## src/rtl/axis_window_buffer_pkg.sv

```systemverilog
// rtl/axis_window_buffer_pkg.sv - mode encodings and default geometry shared with ctrl and conv blocks
package axis_window_buffer_pkg;

  // Control-mode encodings; the unused code 2'b11 is decoded as idle.
  typedef enum logic [1:0] {
    MODE_IDLE     = 2'b00,
    MODE_LOAD_W   = 2'b01,
    MODE_LOAD_IMG = 2'b10
  } mode_e;

  localparam int DEF_PIX_W  = 8;
  localparam int DEF_DATA_W = 32;
  localparam int DEF_K      = 3;
  localparam int DEF_IMG_W  = 32;
  localparam int DEF_IMG_H  = 32;

endpackage

```

## src/rtl/window_line_buffer.sv

```systemverilog
// rtl/window_line_buffer.sv - K-1 line RAMs feeding a K x K window shift register
module window_line_buffer
  import axis_window_buffer_pkg::*;
#(
  parameter int PIX_W = DEF_PIX_W,
  parameter int K     = DEF_K,
  parameter int IMG_W = DEF_IMG_W,
  localparam int CW    = $clog2(IMG_W),
  localparam int WIN_W = K * K * PIX_W
) (
  input  logic             clk,
  input  logic             rst_n,
  input  logic             clr,
  input  logic             shift_en,
  input  logic [CW-1:0]    col,
  input  logic [PIX_W-1:0] pix,
  output logic [WIN_W-1:0] win_data
);

  // line_q[0] holds the oldest buffered row, line_q[K-2] the row just above the current one.
  logic [PIX_W-1:0] line_q [K-1][IMG_W];
  logic [PIX_W-1:0] line_d [K-1];
  logic [PIX_W-1:0] new_col [K];
  logic [WIN_W-1:0] win_q, win_d;

  // Assemble the incoming column (oldest row first) and the values each line RAM inherits.
  always_comb begin
    for (int i = 0; i < K - 1; i++) new_col[i] = line_q[i][col];
    new_col[K-1] = pix;
    for (int m = 0; m < K - 1; m++) line_d[m] = new_col[m+1];
  end

  // Shift the window one column left and insert the new column on the right.
  always_comb begin
    win_d = win_q;
    if (shift_en) begin
      for (int i = 0; i < K; i++) begin
        for (int j = 0; j < K - 1; j++)
          win_d[(i*K+j)*PIX_W +: PIX_W] = win_q[(i*K+j+1)*PIX_W +: PIX_W];
        win_d[(i*K+K-1)*PIX_W +: PIX_W] = new_col[i];
      end
    end
    if (clr) win_d = '0;
  end

  // Window register; cleared on reset and on start.
  always_ff @(posedge clk or negedge rst_n) begin
    if (!rst_n) win_q <= '0;
    else        win_q <= win_d;
  end

  // Line RAMs are never reset: rows are only read once rewritten by the current frame.
  always_ff @(posedge clk) begin
    if (shift_en) begin
      for (int m = 0; m < K - 1; m++) line_q[m][col] <= line_d[m];
    end
  end

  assign win_data = win_q;

endmodule

```

## src/rtl/axis_window_buffer.sv

```systemverilog
// rtl/axis_window_buffer.sv - AXIS weight/pixel intake emitting K x K windows; optional AXIS_WINDOW_BUFFER_TLAST_CHECK_EN
module axis_window_buffer
  import axis_window_buffer_pkg::*;
#(
  parameter int PIX_W  = DEF_PIX_W,
  parameter int DATA_W = DEF_DATA_W,
  parameter int K      = DEF_K,
  parameter int IMG_W  = DEF_IMG_W,
  parameter int IMG_H  = DEF_IMG_H
) (
  input  logic                   s_axis_aclk,
  input  logic                   s_axis_aresetn,
  input  logic [1:0]             mode,
  input  logic                   start,
  input  logic                   s_axis_tvalid,
  output logic                   s_axis_tready,
  input  logic [DATA_W-1:0]      s_axis_tdata,
  input  logic [DATA_W/8-1:0]    s_axis_tstrb,
  input  logic                   s_axis_tlast,
  output logic [K*K*PIX_W-1:0]   wdata,
  output logic                   wdata_v,
  output logic [K*K*PIX_W-1:0]   win_data,
  output logic                   win_valid,
  input  logic                   win_ready,
  output logic                   win_last,
  output logic                   frame_done,
  output logic                   err_tlast
);

  localparam int NW  = K * K;
  localparam int WCW = $clog2(NW);
  localparam int CW  = $clog2(IMG_W);
  localparam int RW  = $clog2(IMG_H);
  localparam logic [WCW-1:0] WC_LAST = WCW'(NW - 1);
  localparam logic [CW-1:0]  C_LAST  = CW'(IMG_W - 1);
  localparam logic [CW-1:0]  C_WIN   = CW'(K - 1);
  localparam logic [RW-1:0]  R_LAST  = RW'(IMG_H - 1);
  localparam logic [RW-1:0]  R_WIN   = RW'(K - 1);

  logic                 is_w, is_img, beat_acc, w_acc, img_acc, last_pix, win_pos;
  logic [PIX_W-1:0]     pix;
  logic [WCW-1:0]       wc_q, wc_d;
  logic [CW-1:0]        c_q, c_d;
  logic [RW-1:0]        r_q, r_d;
  logic [NW*PIX_W-1:0]  wdata_q, wdata_d;
  logic                 wdata_v_q, wdata_v_d;
  logic                 win_valid_q, win_valid_d;
  logic                 win_last_q, win_last_d;
  logic                 frame_done_q, frame_done_d;

  assign is_w          = (mode == MODE_LOAD_W);
  assign is_img        = (mode == MODE_LOAD_IMG);
  assign s_axis_tready = is_w | (is_img & (~win_valid_q | win_ready));
  assign beat_acc      = s_axis_tvalid & s_axis_tready;
  assign w_acc         = beat_acc & is_w;
  assign img_acc       = beat_acc & is_img;
  assign pix           = s_axis_tdata[PIX_W-1:0];
  assign last_pix      = (c_q == C_LAST) && (r_q == R_LAST);
  assign win_pos       = (c_q >= C_WIN) && (r_q >= R_WIN);

  // Next-state for weight store, row/column counters and the window handshake.
  always_comb begin
    wc_d         = wc_q;
    wdata_d      = wdata_q;
    wdata_v_d    = wdata_v_q;
    c_d          = c_q;
    r_d          = r_q;
    win_valid_d  = win_valid_q;
    win_last_d   = win_last_q;
    frame_done_d = 1'b0;
    if (win_valid_q && win_ready) begin
      win_valid_d = 1'b0;
      win_last_d  = 1'b0;
    end
    if (w_acc) begin
      wdata_d[wc_q*PIX_W +: PIX_W] = pix;
      wdata_v_d = (wc_q == WC_LAST);
      wc_d      = (wc_q == WC_LAST) ? '0 : wc_q + 1'b1;
    end
    if (img_acc) begin
      if (win_pos) begin
        win_valid_d = 1'b1;
        win_last_d  = last_pix;
      end
      frame_done_d = last_pix;
      if (c_q == C_LAST) begin
        c_d = '0;
        r_d = (r_q == R_LAST) ? '0 : r_q + 1'b1;
      end else begin
        c_d = c_q + 1'b1;
      end
    end
    if (start) begin
      wc_d = '0; wdata_d = '0; wdata_v_d = 1'b0; c_d = '0; r_d = '0;
      win_valid_d = 1'b0; win_last_d = 1'b0; frame_done_d = 1'b0;
    end
  end

  // Control and output registers.
  always_ff @(posedge s_axis_aclk or negedge s_axis_aresetn) begin
    if (!s_axis_aresetn) begin
      wc_q <= '0; wdata_q <= '0; wdata_v_q <= 1'b0; c_q <= '0; r_q <= '0;
      win_valid_q <= 1'b0; win_last_q <= 1'b0; frame_done_q <= 1'b0;
    end else begin
      wc_q <= wc_d; wdata_q <= wdata_d; wdata_v_q <= wdata_v_d; c_q <= c_d; r_q <= r_d;
      win_valid_q <= win_valid_d; win_last_q <= win_last_d; frame_done_q <= frame_done_d;
    end
  end

  window_line_buffer #(.PIX_W(PIX_W), .K(K), .IMG_W(IMG_W)) u_lb (
    .clk      (s_axis_aclk),
    .rst_n    (s_axis_aresetn),
    .clr      (start),
    .shift_en (img_acc & ~start),
    .col      (c_q),
    .pix      (pix),
    .win_data (win_data)
  );

  assign wdata      = wdata_q;
  assign wdata_v    = wdata_v_q;
  assign win_valid  = win_valid_q;
  assign win_last   = win_last_q;
  assign frame_done = frame_done_q;

`ifdef AXIS_WINDOW_BUFFER_TLAST_CHECK_EN
  logic err_q, err_d, last_beat;
  logic unused_bits;

  // Flag tlast on a non-final beat or missing on the final one; sticky until start.
  always_comb begin
    last_beat = is_w ? (wc_q == WC_LAST) : last_pix;
    err_d     = err_q;
    if (beat_acc && (s_axis_tlast != last_beat)) err_d = 1'b1;
    if (start) err_d = 1'b0;
  end

  // Sticky error register.
  always_ff @(posedge s_axis_aclk or negedge s_axis_aresetn) begin
    if (!s_axis_aresetn) err_q <= 1'b0;
    else                 err_q <= err_d;
  end

  assign err_tlast   = err_q;
  assign unused_bits = ^{s_axis_tstrb, s_axis_tdata[DATA_W-1:PIX_W]};
`else
  logic unused_bits;
  assign err_tlast   = 1'b0;
  assign unused_bits = ^{s_axis_tstrb, s_axis_tdata[DATA_W-1:PIX_W], s_axis_tlast};
`endif

endmodule

```

## config.mk

```make
export PLATFORM = sky130hd
export DESIGN_NAME = axis_window_buffer
export DESIGN_NICKNAME = d
export VERILOG_FILES = /design/src/rtl/axis_window_buffer_pkg.sv /design/src/rtl/window_line_buffer.sv /design/src/rtl/axis_window_buffer.sv
export SDC_FILE = /design/constraint.sdc
export NUM_CORES = 1
export LEC_CHECK = 0
export ABC_AREA = 0
export BUFFER_PORTS_ARGS = -buffer_cell sky130_fd_sc_hd__buf_4
export CELL_PAD_IN_SITES_DETAIL_PLACEMENT = 1
export CELL_PAD_IN_SITES_GLOBAL_PLACEMENT = 1
export CORE_MARGIN = 2
export CORE_UTILIZATION = 50
export CTS_CLUSTER_SIZE = 40
export DETAILED_ROUTE_END_ITERATION = 10
export GPL_TIMING_DRIVEN = 0
export PLACE_DENSITY_LB_ADDON = 0.1
export SLEW_MARGIN = 20
export SYNTH_ARGS = -nofsm -noshare
export SYNTH_HDL_FRONTEND = slang
export SYNTH_SLANG_ARGS = --single-unit
export TNS_END_PERCENT = 10
```

## constraint.sdc

```tcl
create_clock -name s_axis_aclk -period 5.3 [get_ports s_axis_aclk]
set_input_delay 0.265 -clock s_axis_aclk [delete_from_list [all_inputs] [get_ports s_axis_aclk]]
set_output_delay 0.265 -clock s_axis_aclk [all_outputs]
set_load 0.005 [all_outputs]
```

== Word level (Yosys, flattened, before mapping) ==
Memories as Yosys holds them, arrays and structs flattened.
Index checks and enable logic that the tools add are counted.

* RAM bits: 512
* Memories: 1
* Input port bits: 44
* Logic and storage cells: 81
* Output and inout port bits: 150
* Register bits after elaboration: 162

* Mux-type cells: 37
* Reductions and logical operators: 9
* $lt $le $gt $ge: 4
* Add/sub/neg operators: 4
* Shift operators: 2
* Equal/unequal tests: 5
* Bitwise gates (word level): 10

{| class="wikitable"
|+ Memories
! memory !! depth !! bits a word !! rd ports !! clocked after memory_dff !! wr ports !! RTL line !! RTL
|-
| u_lb.line_q || 2 || 256 || 2 || 0 || 2 || window_line_buffer.sv:21 || <nowiki>logic [PIX_W-1:0] line_q [K-1][IMG_W];</nowiki>
|}

{| class="wikitable"
|+ Operators with widths
! kind !! count
|-
| $mux W72 || 4
|-
| $mux W256 || 1
|-
| $bmux W8 S5 || 2
|-
| $bwmux W72 || 1
|-
| $shift A8 B34 Y72 const A || 1
|-
| $shiftx A8 B34 Y72 || 1
|-
| $demux W8 S5 || 1
|-
| $mux W8 || 5
|-
| $mux W5 || 7
|-
| $neg A7 Y34 || 1
|-
| $mux W1 || 13
|-
| $mux W4 || 3
|-
| $add A5 B1 Y5 const B || 2
|-
| $eq A5 B5 Y1 const B || 2
|-
| $ge A5 B2 Y1 const B || 2
|-
| $reduce_bool A2 Y1 || 4
|-
| $ge A6 B6 Y1 const B || 1
|-
| $lt A6 B1 Y1 const B || 1
|-
| $not A5 Y6 || 1
|-
| $and A1 B1 Y1 || 5
|-
| $add A4 B1 Y4 const B || 1
|-
| $eq A4 B4 Y1 const B || 1
|-
| $logic_and A1 B1 Y1 || 4
|-
| $eq A2 B1 Y1 const B || 1
|-
| 4 further kinds || 6
|}

== Longest topological paths before layout ==
* Depth in word-level cells: 9
* Gate-level depth with buffers: 11
* Gate-level depth less buffers: 7

== Modules after synthesis ==
From an unflattened synthesis, not the netlist that was laid out.

* Cell total of the unflattened synthesis: 1667
* Area total of the unflattened synthesis: 26703.1 µm²

{| class="wikitable"
|+ By module, submodules not included
! module !! seq. area each (µm²) !! instances !! area each (µm²) !! cells an instance
|-
| window_line_buffer || 17176.5 || 1 || 22532.9 || 1296
|-
| axis_window_buffer || 2252.2 || 1 || 4170.2 || 371
|}

== Worst setup path before layout ==
OpenSTA, ideal clock, no wires.

* Path kind: register -> register
* From: reg c_q[0]
* To: mem u_lb.line_q[0][104] (netlist name), enable pin
* Slack: 2.325 ns
* Period minus slack after synthesis: 2.975 ns
* Stages on the path, launching flop included: 9
* Arrival time: 2.566 ns
* Library setup time: 0.409 ns
* Path buffers: 4
* Required time: 4.891 ns
* Cells stage by stage: dfrtp_1 > buf_4 > buf_6 > buf_6 > buf_2 > inv_1 > ha_1 > nand2_1 > nor3_1

{| class="wikitable"
|+ RTL lines
! element !! RTL line !! RTL
|-
| from (decl) || axis_window_buffer.sv:43 || <nowiki>logic [CW-1:0] c_q, c_d;</nowiki>
|-
| from (signal assigned) || axis_window_buffer.sv:102 || <nowiki>wc_q <= '0; wdata_q <= '0; wdata_v_q <= 1'b0; c_q <= '0; r_q <= '0;</nowiki>
|-
| from (signal assigned) || axis_window_buffer.sv:105 || <nowiki>wc_q <= wc_d; wdata_q <= wdata_d; wdata_v_q <= wdata_v_d; c_q <= c_d; r_q <= r_d;</nowiki>
|-
| to (decl) || window_line_buffer.sv:21 ||
|}

==> flow_summary.toml <==
[power]
combPwrFrac_pct = 2.8
p_sw_share_pct = 21.0
ir_worst_vdd_mv = 0.423
p_seq_share_pct = 51.3
cellLeakagePower_nw = 11.2
power_density_nw_per_um2 = 351
p_int_mw = 8.82
power_frac_clock_pct = 45.9
p_switching_mw = 2.35

[cells_and_area]
multi_input_area_um2 = 6890
fillCellCount = 4937
antenna_cells = 0
nets = 2108
final_layout_size_suffix_gt1_share_pct = 19.7
area_delta_synth_final_pct = 19.3
final_cells = 2798
register_area_um2 = 19400

[clock_tree]
post_cts_buffers = 0
clk_pin_slew_worst_paths_ns = 0.06
cts_max_level = 3
cts_tree = "yes"
cts_made_buffers = 73
clk-insertion-delay-late_ns = 0.63
postCtsHoldBufs = 1
ctsResizeCount = 0
clockBufferDepth = 3
cts.sinks = 674
cts-root-buf = "clkbuf_16"

[critical_path]
endpoint_kind = "register"
worst-path-buf-inv = 2
critPathLaunchType = "register"
crit_top_cell = "clkbuf_1"
cp.required_ns = 5.34
path_cells = "nand4bb_1 -> clkbuf_1 -> clkbuf_1 -> o22ai_1 -> nor4_1 -> nand2_1"
slowest_delay_ns = 1.14
cp.arrival_ns = 4.83
crit_slowest_cell = "nor4_1"
critPathKind = "register to register"
crit_fanout = 32
critPathTopFamily = "simple AND/OR/NAND/NOR gates"

[drt]
drc = 0
vias_per_cell = 6.14
drtIter0Drc = 1610
drt-pass1-iter-count = 7
vias = 17200
ant_nets = 0
wl_per_cell_um = 29.5
finalWirelength_um = 82500

[timing]
fin_skew_ns = 0.0239
post-route-min-period_ns = 4.79
post-route-period-util_pct = 90.3
finalSetupViolCount = 0
rsz0062_at_grt = "false"
tightestPinTransition_ns = 1.36
max_freq_ghz = 0.209
slew_headroom_pct = 8.82
fin_ws_ns = 0.515
setup_tns_ns = 0
slew_violations = 0
hold_viol_final = 0

[synthesis]
async_reset_ff_share_pct = 24.0
syn_nets = 1840
avgSynthCellArea_um2 = 15.0
synth_area_leader_cell = "edfxtp_1"
synthCells = 1783
yosys_warnings = 0
synth_flop_cell = "edfxtp_1"
syn_area_um2 = 26700
synth_area_leaders = "edfxtp_1 (58%), dfrtp_1 (15%), mux2i_1 (8.9%)"
yosysMostFrequentCell = "edfxtp_1"
synth_top_area_share_pct = 57.6
synth_edf_count = 512
synth-seq-cells = 674
yosysSeqAreaShare_pct = 72.7
synth.distinct_cells = 69
ys_top_cells_by_count = "edfxtp_1 (512), mux2i_1 (238), nand2_1 (202), dfrtp_1 (162), o22ai_1 (102)"

[global_route]
overflow = 0
grtUsageMet2_pct = 49.0
grt_pass1_vias = 18200
grt_max_degree = 102
antenna_found_initial = 1
met3_usage_pct = 7.08
grt_pass1_wl_um = 121000
grt_usage_pct = 29.9
grt_util_met1_pct = 38.9
grt-busiest-layer = "met2"

[placement]
gp_congestion = 0.838
port_buffers = 163
hpwl_um = 54300
dpl.cell_count = 2663
dp_slack_ns = 0.802

[die]
fp.dieH_um = 235
num_rows = 84
pin_count = 194
dieArea_um2 = 55300
start_util_pct = 50.7
dieWidth_um = 235
core_um2 = 52700

[worst_hold_path]
holdCritPathClass = "input pin to register"

[run_status]
status = "finished clean"

[flow_run]
drv_cap = 0
[metal layers]
layer | vias up | wire (µm) | share of wire, %
li1 | 7360 | - | -
met4 | 2 | 3300 | 4.0
met5 | - | 19 | 0.023
met3 | 183 | 6570 | 8.0
met2 | 725 | 39700 | 48
met1 | 8922 | 32900 | 40
[through the flow]
| step | utilization [%] | power (mW) | hold slack, ns | area [µm²] |
|---|---|---|---|---|
| 2_1_floorplan | - | 5.96 | -0.0306 | 26700 |
| 3_5_place_dp | 55.9 | 6.15 | 0.251 | 29400 |
| 4_1_cts | 60.5 | 11.2 | 0.0389 | 31800 |
| 3_3_place_gp | 54.7 | 6.13 | 0.468 | 28800 |
| 6_report | 60.5 | 11.2 | 0.0782 | 31900 |
| 5_1_grt | 60.5 | 11.4 | 0.0553 | 31900 |
[flip-flops by register name, summed over array words and instances, names as in the netlist]
register,cells
u_lb.line_q,512
u_lb.win_data,72
wdata,72
c_q,5
r_q,5
wc_q,4
frame_done,1
wdata_v,1
win_last,1
win_valid,1
[power by group through the flow]
stage	clock [mW]	combinational [mW]	sequential, mW
floorplan	0	0.134	5.83
global placement	0	0.292	5.84
detailed placement	0	0.312	5.84
CTS	5.17	0.316	5.73
global route	5.38	0.342	5.73
finish	5.13	0.317	5.73
[final cells by class]
cell class,count,area share (%)
multi-input cells,980,21.6
flip-flops and latches,674,61.0
inverters,14,0.165
clock buffers,97,6.21
plain buffers,115,1.83
repair buffers,193,5.13
clock inverters,37,1.32
well taps,688,2.70
[cells in the final DEF, fill, tap and decap left out, types with 9 or more instances in the layout]
cell,instances
a21oi_1,75
a22o_1,45
a311oi_1,11
buf_2,44
buf_4,187
buf_6,10
clkbuf_1,66
clkbuf_16,74
clkinv_1,13
clkinv_2,10
dfrtp_1,162
edfxtp_1,512
ha_1,13
inv_1,14
mux2i_1,238
nand2_1,198
nor2_1,44
nor2_4,20
nor3_1,16
nor3_2,9
nor4_1,17
o21ai_0,54
o22ai_1,102
[worst paths after layout]
| path | slack (ns) | cells after the start | endpoint | start |
|---|---|---|---|---|
| worst max register to register | 0.51 | 6 | u_lb.line_q[0][141] | c_q[0] |
| worst max-delay path | 0.51 | 6 | u_lb.line_q[0][141] | c_q[0] |
| min in group asynchronous | 0.21 | 2 | u_lb.win_data[28] | s_axis_aresetn |
| worst min-delay path | 0.08 | 1 | u_lb.line_q[0][287] | s_axis_tdata[7] |
| worst min register to register | 0.48 | 2 | wdata[18] | wdata[18] |
| max in group asynchronous | 4.19 | 3 | wdata[2] | s_axis_aresetn |
[kinds of logic (layout without fill, tap and decap cells)]
group | Yosys count | in the layout | share of synthesized area, %
adder cells (fa/ha/maj) | 13 | 13 | 0.609
multiplexers | 240 | 240 | 9.05
AND/OR/NAND/NOR | 396 | 396 | 7.26
XOR/XNOR | 2 | 2 | 0.0656
other | 1 | 1 | 0.0140
buffers and inverters | 129 | 456 | 2.38
AO/OA/AOI/OAI | 328 | 328 | 7.88
flip-flops | 674 | 674 | 72.7
[worst register-to-register path, cell delays in order, from the launching register on]
cell and delay, ns:
dfrtp_1 0.43, nand4bb_1 0.15, clkbuf_1 0.51, clkbuf_1 0.65
o22ai_1 0.24, nor4_1 1.14, nand2_1 1.09
(Power assumes the default switching activity.)
